`src/rtl/lcd_ctrl.sv`:
```
// HD44780 4-bit LCD controller: power-up init, then byte writes over valid/ready.
// Define LCD_FAST_SIM_EN to divide the long waits by 1000 for simulation.
module lcd_ctrl #(
    parameter int unsigned T_PWRUP = 720000,
    parameter int unsigned T_INIT1 = 196800,
    parameter int unsigned T_INIT2 = 4800,
    parameter int unsigned T_AS    = 3,
    parameter int unsigned T_EW    = 12,
    parameter int unsigned T_NIB   = 48,
    parameter int unsigned T_CMD   = 1920,
    parameter int unsigned T_CLR   = 78720
) (
    input  logic       clk_48Mhz,
    input  logic       rst,
    input  logic       in_valid,
    input  logic       in_rs,
    input  logic [7:0] in_data,
    output logic       in_ready,
    output logic       init_done,
    output logic       lcd_e,
    output logic       lcd_rs,
    output logic       lcd_rw,
    output logic [3:0] lcd_db
);

    function automatic int unsigned scale(input int unsigned n);
`ifdef LCD_FAST_SIM_EN
        return (n / 1000 == 0) ? 1 : n / 1000;
`else
        return n;
`endif
    endfunction

    function automatic logic [19:0] load(input int unsigned n);
        return (n == 0) ? 20'd0 : 20'(n - 1);
    endfunction

    localparam logic [19:0] L_PWRUP = load(scale(T_PWRUP));
    localparam logic [19:0] L_INIT1 = load(scale(T_INIT1));
    localparam logic [19:0] L_INIT2 = load(scale(T_INIT2));
    localparam logic [19:0] L_CMD   = load(scale(T_CMD));
    localparam logic [19:0] L_CLR   = load(scale(T_CLR));
    localparam logic [19:0] L_AS    = load(T_AS);
    localparam logic [19:0] L_EW    = load(T_EW);
    localparam logic [19:0] L_NIB   = load(T_NIB);

    typedef enum logic [3:0] {
        PWR_WAIT, INIT_NIB, SETUP_HI, PULSE_HI, GAP,
        SETUP_LO, PULSE_LO, EXEC_WAIT, IDLE
    } state_t;

    typedef enum logic [1:0] {PH_SETUP, PH_PULSE, PH_WAIT} phase_t;

    function automatic logic [7:0] init_rom(input logic [2:0] idx);
        case (idx)
            3'd0:    return 8'h28;
            3'd1:    return 8'h08;
            3'd2:    return 8'h01;
            3'd3:    return 8'h06;
            default: return 8'h0C;
        endcase
    endfunction

    function automatic logic [19:0] nib_wait(input logic [1:0] idx);
        case (idx)
            2'd0:    return L_INIT1;
            2'd1:    return L_INIT2;
            default: return L_CMD;
        endcase
    endfunction

    // Clear (0x01) and home (0x02/0x03) need the long execution time.
    function automatic logic is_slow(input logic rs, input logic [7:0] d);
        return !rs && (d[7:2] == 6'd0) && (d != 8'h00);
    endfunction

    state_t      state_q, state_d;
    phase_t      phase_q, phase_d;
    logic [19:0] cnt_q, cnt_d;
    logic [1:0]  nib_idx_q, nib_idx_d;
    logic [2:0]  byte_idx_q, byte_idx_d;
    logic        init_q, init_d;
    logic        armed_q, armed_d;
    logic [7:0]  data_q, data_d;
    logic        rs_q, rs_d;
    logic        in_ready_q, in_ready_d;
    logic        init_done_q, init_done_d;
    logic        lcd_e_q, lcd_e_d;
    logic        lcd_rs_q, lcd_rs_d;
    logic [3:0]  lcd_db_q, lcd_db_d;
    logic        cnt_done;

    assign cnt_done = (cnt_q == 20'd0);

    always_comb begin
        state_d    = state_q;
        phase_d    = phase_q;
        cnt_d      = cnt_q;
        nib_idx_d  = nib_idx_q;
        byte_idx_d = byte_idx_q;
        init_d     = init_q;
        armed_d    = armed_q;
        data_d     = data_q;
        rs_d       = rs_q;

        case (state_q)
            PWR_WAIT: begin
                if (!armed_q) begin
                    armed_d = 1'b1;
                    cnt_d   = L_PWRUP;
                end else if (!cnt_done) begin
                    cnt_d = cnt_q - 20'd1;
                end else begin
                    state_d   = INIT_NIB;
                    phase_d   = PH_SETUP;
                    nib_idx_d = 2'd0;
                    cnt_d     = L_AS;
                end
            end
            INIT_NIB: begin
                if (!cnt_done) begin
                    cnt_d = cnt_q - 20'd1;
                end else begin
                    case (phase_q)
                        PH_SETUP: begin
                            phase_d = PH_PULSE;
                            cnt_d   = L_EW;
                        end
                        PH_PULSE: begin
                            phase_d = PH_WAIT;
                            cnt_d   = nib_wait(nib_idx_q);
                        end
                        default: begin
                            cnt_d = L_AS;
                            if (nib_idx_q == 2'd3) begin
                                state_d    = SETUP_HI;
                                init_d     = 1'b1;
                                byte_idx_d = 3'd0;
                                data_d     = init_rom(3'd0);
                                rs_d       = 1'b0;
                            end else begin
                                nib_idx_d = nib_idx_q + 2'd1;
                                phase_d   = PH_SETUP;
                            end
                        end
                    endcase
                end
            end
            SETUP_HI: begin
                if (!cnt_done) cnt_d = cnt_q - 20'd1;
                else begin state_d = PULSE_HI; cnt_d = L_EW; end
            end
            PULSE_HI: begin
                if (!cnt_done) cnt_d = cnt_q - 20'd1;
                else begin state_d = GAP; cnt_d = L_NIB; end
            end
            GAP: begin
                if (!cnt_done) cnt_d = cnt_q - 20'd1;
                else begin state_d = SETUP_LO; cnt_d = L_AS; end
            end
            SETUP_LO: begin
                if (!cnt_done) cnt_d = cnt_q - 20'd1;
                else begin state_d = PULSE_LO; cnt_d = L_EW; end
            end
            PULSE_LO: begin
                if (!cnt_done) cnt_d = cnt_q - 20'd1;
                else begin
                    state_d = EXEC_WAIT;
                    cnt_d   = is_slow(rs_q, data_q) ? L_CLR : L_CMD;
                end
            end
            EXEC_WAIT: begin
                if (!cnt_done) begin
                    cnt_d = cnt_q - 20'd1;
                end else if (init_q && byte_idx_q != 3'd4) begin
                    byte_idx_d = byte_idx_q + 3'd1;
                    data_d     = init_rom(byte_idx_q + 3'd1);
                    state_d    = SETUP_HI;
                    cnt_d      = L_AS;
                end else begin
                    init_d  = 1'b0;
                    state_d = IDLE;
                end
            end
            IDLE: begin
                if (in_valid) begin
                    data_d  = in_data;
                    rs_d    = in_rs;
                    state_d = SETUP_HI;
                    cnt_d   = L_AS;
                end
            end
            default: begin
                state_d = PWR_WAIT;
                armed_d = 1'b0;
            end
        endcase

        // Pin values follow the next state so every output is a clean flop.
        in_ready_d  = (state_d == IDLE);
        init_done_d = init_done_q | (state_d == IDLE);
        lcd_e_d     = (state_d == PULSE_HI) || (state_d == PULSE_LO) ||
                      ((state_d == INIT_NIB) && (phase_d == PH_PULSE));
        lcd_rs_d    = lcd_rs_q;
        lcd_db_d    = lcd_db_q;
        case (state_d)
            INIT_NIB: begin
                lcd_rs_d = 1'b0;
                lcd_db_d = (nib_idx_d == 2'd3) ? 4'h2 : 4'h3;
            end
            SETUP_HI, PULSE_HI, GAP: begin
                lcd_rs_d = rs_d;
                lcd_db_d = data_d[7:4];
            end
            SETUP_LO, PULSE_LO: begin
                lcd_rs_d = rs_d;
                lcd_db_d = data_d[3:0];
            end
            default: ;
        endcase
    end

    always_ff @(posedge clk_48Mhz) begin
        if (!rst) begin
            state_q     <= PWR_WAIT;
            phase_q     <= PH_SETUP;
            cnt_q       <= 20'd0;
            nib_idx_q   <= 2'd0;
            byte_idx_q  <= 3'd0;
            init_q      <= 1'b0;
            armed_q     <= 1'b0;
            data_q      <= 8'h00;
            rs_q        <= 1'b0;
            in_ready_q  <= 1'b0;
            init_done_q <= 1'b0;
            lcd_e_q     <= 1'b0;
            lcd_rs_q    <= 1'b0;
            lcd_db_q    <= 4'h0;
        end else begin
            state_q     <= state_d;
            phase_q     <= phase_d;
            cnt_q       <= cnt_d;
            nib_idx_q   <= nib_idx_d;
            byte_idx_q  <= byte_idx_d;
            init_q      <= init_d;
            armed_q     <= armed_d;
            data_q      <= data_d;
            rs_q        <= rs_d;
            in_ready_q  <= in_ready_d;
            init_done_q <= init_done_d;
            lcd_e_q     <= lcd_e_d;
            lcd_rs_q    <= lcd_rs_d;
            lcd_db_q    <= lcd_db_d;
        end
    end

    assign in_ready  = in_ready_q;
    assign init_done = init_done_q;
    assign lcd_e     = lcd_e_q;
    assign lcd_rs    = lcd_rs_q;
    assign lcd_rw    = 1'b0;
    assign lcd_db    = lcd_db_q;

endmodule
```
`config.mk`:
```
export PLATFORM = sky130hd
export DESIGN_NAME = lcd_ctrl
export DESIGN_NICKNAME = d
export VERILOG_FILES = /design/src/rtl/lcd_ctrl.sv
export SDC_FILE = /design/constraint.sdc
export NUM_CORES = 1
export LEC_CHECK = 0
export ABC_AREA = 1
export CAP_MARGIN = 20
export CORE_MARGIN = 2
export CORE_UTILIZATION = 60
export CTS_CLUSTER_DIAMETER = 50
export CTS_CLUSTER_SIZE = 14
export DETAILED_ROUTE_END_ITERATION = 7
export GPL_TIMING_DRIVEN = 0
export PLACE_DENSITY = 0.87
export SETUP_SLACK_MARGIN = 0.05
export SKIP_CTS_REPAIR_TIMING = 1
export SYNTH_ARGS = -nofsm -noshare
export SYNTH_HDL_FRONTEND = slang
export SYNTH_SLANG_ARGS = --single-unit
```
`constraint.sdc`:
```
create_clock -name clk_48Mhz -period 2.35 [get_ports clk_48Mhz]
set_clock_uncertainty 0.1 [all_clocks]
set_input_delay 0.47 -clock clk_48Mhz [delete_from_list [all_inputs] [get_ports clk_48Mhz]]
set_output_delay 0.47 -clock clk_48Mhz [all_outputs]
set_load 0.01 [all_outputs]
```
==> flow_metrics.py <==
metrics = {
    "routing": {
        "ant_nets": 0,
        "drc": 0,
        "wl_per_cell_um": 16.23,
        "routed_wl_mm": 10.78,
        "drtPass1Iterations": 6,
        "initialDrtViolationCount": 542,
        "vias_per_cell": 5.985,
        "via_count": 3974,
    },
    "sta": {
        "slew_headroom": 0.4862,
        "fmax_mhz": 410.2,
        "final.period_utilization": 1.037,
        "period_minus_slack_ns": 2.438,
        "hold_viol": 0,
        "setup_viol": 5,
        "hold_ws_ns": 0.3739,
        "setup_ws_ns": -0.08766,
        "setup_tns_ns": -0.2954,
        "grt_setup_unrepaired": "true",
        "max_slew.worst_pin.slew_ns": 0.7707,
        "slew_viol_final": 0,
    },
    "die": {
        "io_pins": 21,
        "start_util": 0.6253,
        "dieArea_um2": 6398,
        "die_w_um": 79.99,
        "fp.coreArea_um2": 5540,
        "die_h_um": 79.99,
        "rows": 27,
    },
    "yosys": {
        "synth_top_area_cell": "dfxtp_1",
        "synth_commonest_cells": "nand2_1, nor2_1, inv_1",
        "synth_xor_xnor_area_share": 0.03034,
        "synth-seq-cells": 50,
        "syn_inst": 541,
        "synth_compound_area_frac": 0.1957,
        "synth_simple_gate_area_share": 0.3590,
        "async_flop_share": 0,
        "syn_area_per_cell_um2": 6.404,
        "yosys.area_share.adder": 0.02528,
        "synth_cell_types": 42,
        "synthesis.nets": 560,
        "synth_top_family_by_area": "simple AND/OR/NAND/NOR gates",
        "synth_edf_count": 0,
        "synth_most_common_cell": "nand2_1",
        "synth_area_um2": 3465,
        "synthMuxAreaShare": 0,
        "synth_area_leaders": "dfxtp_1, nand2_1, nor2_1",
        "synth_flop_cell": "dfxtp_1",
        "yosysTopAreaCellShare": 0.2889,
        "yosysSeqAreaShare": 0.2889,
        "yosysWarningCount": 0,
    },
    "worst_setup_path": {
        "path_class": "reg -> reg",
        "crit_family": "simple AND/OR/NAND/NOR gates",
        "start_kind": "register",
        "cp_max_fo": 8,
        "cp_slowest_stage_delay_ns": 0.34,
        "worstPathArrival_ns": 2.56,
        "path_cells": "inv_2 -> ha_4 -> nand2_4 -> nor2_8 -> nand3_4 -> nand2_4 -> nand2_1 -> clkinv_1 -> nand2_2 -> nor2_4 -> nand2_2 -> nor2_4 -> nand2_2 -> a21oi_2 -> nor2_1",
        "critPathCaptureType": "register",
        "crit_required_ns": 2.47,
        "crit_slowest_cell": "dfxtp_2",
        "path_buf_inv": 2,
        "cp_common_cell": "nand2_2",
    },
    "final_layout": {
        "multi_input_area_um2": 2412,
        "fillerInstances": 427,
        "fin_util": 0.7864,
        "syn_to_final_growth_pct": 25.75,
        "fin_cells": 664,
        "drive_gt1_frac": 0.2348,
        "diodes": 0,
        "fin_area_um2": 4357,
        "regArea_um2": 1025,
        "fin_nets": 610,
    },
    "clock_network": {
        "clockBufferDepth": 2,
        "cts.clk_slew.worst_paths_ns": 0.10,
        "numCtsBuffers": 5,
        "h-tree-depth": 2,
        "cts.sinks": 50,
        "root_buffer": "clkbuf_8",
        "insertion_delay_ns": 0.32,
        "cts_tree": "built",
    },
    "min_path": {
        "hold_class": "reg -> reg",
    },
    "power_and_ir_drop": {
        "leakagePower_nw": 1.928,
        "ir_drop_mv": 0.3168,
        "powerDensity_nw_per_um2": 397.8,
    },
    "placed_design": {
        "post_dp_cell_area_um2": 3735,
        "port_buffers": 18,
        "hpwl_mm": 7.053,
        "post-place-cells": 631,
        "gp_congestion": 0.9464,
    },
    "grt": {
        "grt_max_degree": 17,
        "gr-usage-all-layers": 0.3060,
        "gr-total-overflow": 0,
        "globalRouteMet1Util": 0.4094,
        "antenna_found_initial": 0,
        "grt_pass1_wl_mm": 15.37,
        "top_usage_layer": "met2",
        "grt_pass1_vias": 3377,
        "met3_usage": 0.04864,
        "use_met2": 0.4992,
    },
    "run_status": {
        "violations": "setup timing",
        "status": "finished with violations",
    },
    "run": {
        "cap_violations": 0,
    },
}
-- layout make-up --
| type | count | area share |
|---|---|---|
| Clock inverter | 3 | 0.004882 |
| Timing Repair Buffer | 41 | 0.08443 |
| Buffer | 12 | 0.01694 |
| Sequential cell | 50 | 0.2352 |
| Tap cell | 72 | 0.02068 |
| Inverter | 77 | 0.06835 |
| Clock buffer | 5 | 0.01580 |
| Multi-Input combinational cell | 404 | 0.5537 |
-- state kept, by name, indices dropped and copies added, names as in the netlist, 2 cells and up --
register / cells
cnt_q: 20
lcd_db: 4
state_q: 4
phase_q: 2
byte_idx_q: 3
data_q: 8
nib_idx_q: 2
-- final timing paths --
check | startpoint | to | slack [ns] | cells after the start
setup reg to reg | cnt_q[0] | lcd_db[0] | -0.09 | 15
hold / removal | cnt_q[19] | cnt_q[19] | 0.37 | 2
setup / recovery | cnt_q[0] | lcd_db[0] | -0.09 | 15
hold reg to reg | cnt_q[19] | cnt_q[19] | 0.37 | 2
-- worst register-to-register path, stage by stage, from the launching register on --
cell and delay [ns]:
dfxtp_2 0.34, inv_2 0.08, ha_4 0.16, nand2_4 0.08, nor2_8 0.21, nand3_4 0.21
nand2_4 0.13, nand2_1 0.09, clkinv_1 0.08, nand2_2 0.07, nor2_4 0.21, nand2_2 0.10
nor2_4 0.20, nand2_2 0.09, a21oi_2 0.15, nor2_1 0.05
-- metrics by stage --
stage / worst slack (ns) / total power (W)
after global routing: -0.1787 / 0.001795
after CTS: -0.2324 / 0.001657
final: -0.08766 / 0.001733
after floorplan: 0.2432 / 0.001081
after detailed placement: -0.2295 / 0.001143
after global placement: -0.1929 / 0.001137
-- kinds of logic after synthesis --
group / Yosys count
buf+inv: 89
compound gates: 118
fa+ha+maj: 7
simple gates: 264
other cells: 1
flops: 50
xor+xnor: 12
-- power by group --
group	switching, W	internal [W]	leakage [nW]
Sequential	0.0000403	0.000878	0.413
Combinational	0.000161	0.000119	1.47
Clock	0.000325	0.000210	0.0441
Total	0.000526	0.00121	1.93
-- layer usage --
metal / up-vias / part of all wire
met4: 0 / 0.030
met2: 259 / 0.47
met5: - / 0
met1: 1799 / 0.42
li1: 1866 / -
met3: 50 / 0.086
-- layout by cell type (no fill, tap or decap), types with 14 or more instances in the layout --
cell type	synthesis	final
nand2_2	6	14
nor2_1	81	65
o21ai_0	46	43
nand2_1	106	93
a21oi_1	36	33
dfxtp_1	50	37
inv_1	69	64
buf_4	1	20
clkdlybuf4s50_1	0	18
nand3_1	28	22
nor2_4	6	20
No activity file was read; power rests on OpenSTA's default activity.
